===== config.mk =====
export PLATFORM = sky130hd
export DESIGN_NAME = serial_add_sub
export DESIGN_NICKNAME = d
export VERILOG_FILES = /design/src/rtl/serial_add_sub.sv
export SDC_FILE = /design/constraint.sdc
export NUM_CORES = 1
export LEC_CHECK = 0
export CORE_AREA = 2 2 79 88
export CTS_CLUSTER_DIAMETER = 30
export CTS_CLUSTER_SIZE = 24
export DETAILED_ROUTE_END_ITERATION = 8
export DIE_AREA = 0 0 81 90
export GPL_TIMING_DRIVEN = 0
export PLACE_DENSITY = 0.78
export SLEW_MARGIN = 20
export SYNTH_ARGS = -nofsm -noshare
export SYNTH_HDL_FRONTEND = slang
export SYNTH_SLANG_ARGS = --single-unit
export TNS_END_PERCENT = 30

===== constraint.sdc =====
create_clock -name clk -period 2.2 [get_ports clk]
set_input_delay 0.44 -clock clk [delete_from_list [all_inputs] [get_ports clk]]
set_output_delay 0.44 -clock clk [all_outputs]
set_load 0.005 [all_outputs]

===== src/rtl/serial_add_sub.sv =====
// Digit-serial adder/subtractor: DIGIT bits per cycle, LSB digit first.
// Define SERIAL_ADD_SUB_SATURATE_EN to clamp the sum on signed overflow.
module serial_add_sub #(
    parameter int WIDTH = 16,
    parameter int DIGIT = 4
) (
    input  logic             clk,
    input  logic             rst,
    input  logic             start,
    input  logic             sub,
    input  logic [WIDTH-1:0] a,
    input  logic [WIDTH-1:0] b,
    input  logic             c_in,
    output logic             busy,
    output logic             done,
    output logic [WIDTH-1:0] sum,
    output logic             c_out,
    output logic             ovf
);

    localparam int N  = WIDTH / DIGIT;
    localparam int CW = (N > 1) ? $clog2(N) : 1;

    localparam logic [0:0] IDLE = 1'b0;
    localparam logic [0:0] RUN  = 1'b1;

    generate
        if (WIDTH % DIGIT != 0) begin : g_bad_digit
            $error("serial_add_sub: WIDTH must be a multiple of DIGIT");
        end
    endgenerate

    logic [0:0]       state;
    logic [WIDTH-1:0] a_sh;
    logic [WIDTH-1:0] b_sh;
    logic [WIDTH-1:0] r_sh;
    logic [WIDTH-1:0] r_next;
    logic [WIDTH-1:0] result;
    logic             carry;
    logic [CW-1:0]    cnt;
    logic [DIGIT-1:0] dsum;
    logic             c_next;
    logic             c_msb;
    logic             ovf_next;
    logic             last;

    assign busy = (state == RUN);
    assign last = (cnt == CW'(N - 1));

    // c_msb ends up as the carry into the top bit of the digit,
    // which on the last digit is the carry into bit WIDTH-1.
    always_comb begin : digit_ripple
        logic c;
        c     = carry;
        c_msb = carry;
        dsum  = '0;
        for (int i = 0; i < DIGIT; i++) begin
            dsum[i] = a_sh[i] ^ b_sh[i] ^ c;
            c_msb   = c;
            c       = (a_sh[i] & b_sh[i]) | (c & (a_sh[i] ^ b_sh[i]));
        end
        c_next = c;
        r_next = r_sh >> DIGIT;
        r_next[WIDTH-1 -: DIGIT] = dsum;
        ovf_next = c_msb ^ c_next;
    end

    always_comb begin
        result = r_next;
`ifdef SERIAL_ADD_SUB_SATURATE_EN
        if (ovf_next) begin
            result = c_next ? {1'b1, {(WIDTH-1){1'b0}}}
                            : {1'b0, {(WIDTH-1){1'b1}}};
        end
`endif
    end

    always_ff @(posedge clk) begin
        if (rst) begin
            state <= IDLE;
            a_sh  <= '0;
            b_sh  <= '0;
            r_sh  <= '0;
            carry <= 1'b0;
            cnt   <= '0;
            done  <= 1'b0;
            sum   <= '0;
            c_out <= 1'b0;
            ovf   <= 1'b0;
        end else begin
            done <= 1'b0;
            unique case (state)
                IDLE: begin
                    if (start) begin
                        a_sh  <= a;
                        b_sh  <= b ^ {WIDTH{sub}};
                        carry <= c_in ^ sub;
                        cnt   <= '0;
                        state <= RUN;
                    end
                end
                RUN: begin
                    a_sh  <= a_sh >> DIGIT;
                    b_sh  <= b_sh >> DIGIT;
                    r_sh  <= r_next;
                    carry <= c_next;
                    cnt   <= cnt + 1'b1;
                    if (last) begin
                        state <= IDLE;
                        done  <= 1'b1;
                        sum   <= result;
                        c_out <= c_next;
                        ovf   <= ovf_next;
                    end
                end
                default: state <= IDLE;
            endcase
        end
    end

endmodule


==> results.tsv, run 1 <==
stage	metric	value	unit
cells_and_area	mostFrequentLayoutCells	66 x dfxtp_1, 55 x clkdlybuf4s50_1, 26 x mux2i_1	
grt	gr-total-overflow	0	
clock_tree	cts_buffer_depth	2	
route	detail-route-antenna-nets	0	
route	avgRoutedWirePerCell	14.3	um
yosys	yosysSeqAreaShare	0.469	
grt	grt_max_degree	12	
cells_and_area	design_area	3790	um^2
cells_and_area	syn_to_final_growth	32.4	%
clock_tree	cts-root-buf	clkbuf_8	
route	vias	2130	
yosys	avgSynthCellArea	10.7	um^2
yosys	synth_enable_flop_cells	0	
cells_and_area	drive_gt1_frac	0.133	
clock_tree	cts_tree	done	
yosys	ys.flop_type	dfxtp_1	
placed_design	place_congestion	0.829	
cells_and_area	layout_commonest_cell	dfxtp_1	
route	drt_iter0_drc	55	
pwr	comb_power_share	0.117	
pwr	switching_share	0.218	
yosys	async_reset_ff_frac	0	
pwr	intPower	2.30	mW
critical_path	cp-start-kind	flip-flop	
route	route.detailed.drc	0	
critical_path	slowest_delay	450	ps
timing	period_minus_slack	2120	ps
clock_tree	cts_sinks	67	
timing	rsz0062_at_grt	false	
yosys	yosys_warnings	0	
timing	relSlewSlack	0.686	
grt	grt_pass1_wl	9860	um
floorplan	rows	31	
timing	tightest_slew	472	ps
floorplan	boundaryPins	57	
clock_tree	ctsHoldBuffers	0	
grt	grt_pass1_vias	2129	
clock_tree	clk_pin_slew	70	ps
grt	antenna_found_initial	0	
timing	final.setup.tns	0	ps
pwr	powerDensity	777	nW/um^2
placed_design	numPortBuffers	55	
critical_path	path_class	reg -> reg	
clock_tree	htree_levels	3	
pwr	ir_drop	0.000483	V
timing	final_hold_viol_count	0	
floorplan	die_area	7290	um^2
critical_path	crit_path_frequent_cell	fa_2	
route	routed_wl	6010	um
clock_tree	cts_setup_buffers	0	
pwr	netSwitchingPower	0.642	mW
run	cap_violations	0	
timing	clock.fmax	472	MHz
yosys	ys_ff_latch	67	
timing	slew_violations	0	
clock_tree	clkLatencyLatePin	330	ps
critical_path	path_cells	fa_2 > inv_1 > fa_1 > inv_1 > fa_2 > inv_2 > fa_2 > a211oi_2	
pwr	power_leakage	1.44	nW
pwr	fin_total_pwr	2.95	mW
route	dr.pass1.iters	4	
route	viasPerCell	5.07	
critical_path	cp.arrival	2380	ps
pwr	clkPwrFrac	0.438	
min_path	hold_path_class	reg -> reg	
yosys	syn-cell-area	2860	um^2
placed_design	dpl_cell_area	3520	um^2
placed_design	dp_hpwl	4380	um
timing	setup-violations-final	0	
cells_and_area	nets	375	
critical_path	critPathMaxFanout	2	
grt	grt_usage	0.175	
status	status	complete, no violations	
cells_and_area	antennaDiodeCount	0	
pwr	seq_power_share	0.445	
floorplan	core-area	6440	um^2
floorplan	fp.dieH	90	um
yosys	ys_types	26	
timing	timing.final.crit_share	0.964	
floorplan	initial_core_util	0.445	
critical_path	crit_slowest_cell	fa_2	
clock_tree	cts_buffers	9	
yosys	synthCells	267	
floorplan	die_x	81	um
timing	fin_skew	3.44	ps
critical_path	required	2460	ps
critical_path	cp-end-kind	flip-flop	
yosys	syn_nets	309	
kinds of logic (layout without fill, tap and decap cells):
family,count (synthesis),in the layout,synth area share
compound gates,53,53,0.151
xor+xnor,18,18,0.0551
fa+ha+maj,5,5,0.0323
buf+inv,33,104,0.0677
flops,67,67,0.469
mux,26,26,0.0909
simple gates,65,65,0.134
through the flow:
| step | worst slack (ps) | instances | hold WS (ps) | utilization |
|---|---|---|---|---|
| 5_1_grt | 11.4 | 420 | 487 | 0.589 |
| 3_5_place_dp | -63.1 | 404 | 457 | 0.546 |
| 3_3_place_gp | -20.5 | 404 | 450 | 0.546 |
| 2_1_floorplan | 69.4 | 267 | 442 | - |
| 6_report | 80.3 | 420 | 475 | 0.589 |
| 4_1_cts | 4.52 | 420 | 475 | 0.587 |
metal layers:
| metal | share of wire | track usage | up-vias |
|---|---|---|---|
| met5 | 0 | 0 | - |
| li1 | - | - | 1086 |
| met3 | 0.043 | 0.0371 | 11 |
| met1 | 0.45 | 0.224 | 981 |
| met4 | 0.017 | 0.0706 | 0 |
| met2 | 0.49 | 0.284 | 52 |
path summary, 6_finish.rpt:
check	start	slack [ps]	depth (start not counted)	to
worst max-delay path	a_sh[0]	80	8	r_sh[15]
worst min-delay path	r_sh[7]	470	1	sum[3]
worst max register to register	a_sh[0]	80	8	r_sh[15]
worst min register to register	r_sh[7]	470	1	sum[3]
Yosys cell counts, types with 2 or more instances:
master | count | area share
dfxtp_1 | 67 | 0.47
mux2i_1 | 26 | 0.091
nor2_1 | 20 | 0.026
a211oi_1 | 18 | 0.047
xnor2_1 | 18 | 0.055
a22o_1 | 15 | 0.046
nand2_1 | 13 | 0.017
o221ai_1 | 13 | 0.040
or4b_1 | 13 | 0.045
nor2b_1 | 12 | 0.026
buf_2 | 11 | 0.019
inv_1 | 9 | 0.012
buf_6 | 6 | 0.024
clkbuf_1 | 4 | 0.0052
fa_1 | 4 | 0.028
buf_4 | 3 | 0.0079
o2bb2ai_1 | 3 | 0.0092
a21oi_1 | 2 | 0.0035
nand2b_1 | 2 | 0.0044
or3b_1 | 2 | 0.0061
critical path, delay by kind of cell (launching register included):
| family | cells | cell delay (ps) |
|---|---|---|
| flops | 1 | 340 |
| buf+inv | 3 | 190 |
| fa+ha+maj | 4 | 1340 |
| compound gates | 1 | 170 |
registers in the layout (all words and copies together) (netlist names):
name and count:
a_sh 16, b_sh 16, carry 1, c_out 1, done 1, r_sh 12, ovf 1, busy 1
sum 16, cnt 2
power by group through the flow:
stage | combinational (mW) | sequential [mW] | clock [mW]
after detailed placement | 0.342 | 1.34 | 0
after floorplan | 0.221 | 1.33 | 0
after CTS | 0.346 | 1.31 | 1.31
after global placement | 0.334 | 1.33 | 0
after global routing | 0.377 | 1.32 | 1.37
final | 0.346 | 1.31 | 1.29
area by class of cell:
class	instances	area [um^2]
Clock inverter	4	95.1
Tap cell	82	103
Fill cell	563	2650
Sequential cell	67	1340
Clock buffer	12	165
Buffer	24	160
Inverter	9	33.8
Multi-Input combinational cell	167	1340
Timing Repair Buffer	55	551
what timing repair did:
item | 4_1_cts | 5_1_grt
pin swaps | 2 | 2
endpoints found under the hold margin | 0 | 0
gates resized for setup | 3 | 3
endpoints found under the setup margin | 1 | 2
Power figures use the tool's default switching activity.
==> run 2: changes to the inputs <==
GPL_TIMING_DRIVEN = not set   (was 0)
==> results.tsv, run 2 (synthesized netlist as in run 1, its figures left out) <==
stage	metric	value	unit
timing	tightest_slew	504	ps
min_path	hold_path_class	reg -> reg	
floorplan	initial_core_util	0.445	
grt	gr-total-overflow	0	
route	vias	2106	
cells_and_area	antennaDiodeCount	0	
timing	fin_ws	37.9	ps
clock_tree	clkLatencyLatePin	340	ps
min_path	hold_depth	1	
timing	slew_violations	0	
cells_and_area	syn_to_final_growth	28.1	%
pwr	powerDensity	753	nW/um^2
min_path	min_from	sum[8]	
grt	grt_max_degree	31	
clock_tree	cts_tree	done	
timing	fin_skew	7.46	ps
critical_path	critPathMaxFanout	2	
clock_tree	cts_setup_buffers	0	
timing	timing.final.crit_share	0.983	
run	cap_violations	0	
critical_path	r2r-end	r_sh[15]	
timing	setup-violations-final	0	
route	detail-route-antenna-nets	0	
grt	grt_pass1_wl	9360	um
route	viasPerCell	5.19	
pwr	ir_drop	0.000388	V
floorplan	die_x	81	um
cells_and_area	nets	361	
timing	final.setup.tns	0	ps
placed_design	preCtsSetupSlack	-3.02	ps
route	dr.pass1.iters	4	
clock_tree	cts_buffer_depth	2	
route	route.detailed.drc	0	
critical_path	cp.arrival	2430	ps
route	avgRoutedWirePerCell	13.9	um
clock_tree	ctsHoldBuffers	0	
clock_tree	cts-root-buf	clkbuf_8	
clock_tree	cts_buffers	9	
cells_and_area	reg.largest.list	a_sh x16, b_sh x16, sum x16	
floorplan	core-area	6440	um^2
timing	relSlewSlack	0.664	
critical_path	cp-start-kind	flip-flop	
placed_design	place_congestion	0.814	
critical_path	reg2reg_depth	8	
route	routed_wl	5660	um
clock_tree	cts_sinks	67	
critical_path	required	2460	ps
timing	period_minus_slack	2160	ps
clock_tree	htree_levels	3	
timing	clock.fmax	463	MHz
cells_and_area	layout_commonest_cell	dfxtp_1	
floorplan	boundaryPins	57	
critical_path	reg2reg_slack	40	ps
route	drt_iter0_drc	65	
floorplan	rows	31	
clock_tree	clk_pin_slew	70	ps
grt	antenna_found_initial	0	
floorplan	fp.dieH	90	um
timing	final_hold_viol_count	0	
critical_path	path_class	reg -> reg	
pwr	power_leakage	1.36	nW
placed_design	numPortBuffers	56	
grt	grt_pass1_vias	2055	
critical_path	cp-end-kind	flip-flop	
cells_and_area	mostFrequentLayoutCells	64 x dfxtp_1, 54 x clkdlybuf4s50_1, 26 x mux2i_1	
timing	rsz0062_at_grt	true	
placed_design	dp_hpwl	3920	um
status	status	complete, no violations	
grt	grt_usage	0.167	
cells_and_area	drive_gt1_frac	0.127	
cells_and_area	utilization	0.570	
floorplan	die_area	7290	um^2
critical_path	r2r-start	carry	
min_path	min_delay_worst_endpoint	sum[8]	
[run 2: through the flow]
stage               total power, mW  hold slack, ps  instances  cell area (um^2)
floorplan                      1.55             442        267              2860
global placement               1.65             452        390              3420
detailed placement             1.66             460        390              3420
CTS                            2.79             480        406              3650
global route                   2.89             490        406              3670
finish                         2.76             478        406              3670
[run 2: worst max-delay path, cell delays in order (launching register included)]
cell	delay [ps]
dfxtp_2	340
fa_2	380
inv_2	70
fa_2	190
inv_2	40
fa_2	390
inv_2	70
fa_2	440
a211oi_2	170
[run 2: worst max-delay path by stage]
stage | start | end | slack (ps) | cells past startpoint
floorplan | a_sh[0] | r_sh[15] | 70 | 8
CTS | a_sh[0] | r_sh[15] | 40 | 8
global placement | a_sh[0] | r_sh[15] | 50 | 8
global route | carry | r_sh[15] | -40 | 8
finish | carry | r_sh[15] | 40 | 8
detailed placement | a_sh[0] | r_sh[15] | -3 | 8
[run 2: what timing repair did]
item                       CTS  global route
setup endpoints to repair    1             3
cloned                       0             0
pin swaps                    1             3
resized for setup            1             9
[run 2: routing by layer]
layer | up-vias | part of all wire | track usage
met3 | 15 | 0.051 | 0.0512
met4 | 0 | 0.028 | 0.0791
met1 | 978 | 0.44 | 0.207
li1 | 1055 | - | -
met2 | 58 | 0.48 | 0.262
met5 | - | 0 | 0
[run 2: power by group]
group / switching, mW / total, mW / internal [mW]
clock: 0.462 / 1.13 / 0.668
combinational: 0.144 / 0.316 / 0.172
sequential: 0.0428 / 1.32 / 1.27
total: 0.649 / 2.76 / 2.11
[run 2: layout make-up]
class / count / area, um^2
clock inverter: 6 / 88.8
multi-input combinational: 167 / 1340
tap: 82 / 103
timing repair buffer: 65 / 618
inverter: 9 / 33.8
fill: 575 / 2770
clock buffer: 10 / 138
sequential: 67 / 1350
==> run 3: changes to the inputs <==
CAP_MARGIN = 10   (was not set)
==> results of run 3 <==
Final layout, timing and power as in run 2 (identical DEF).
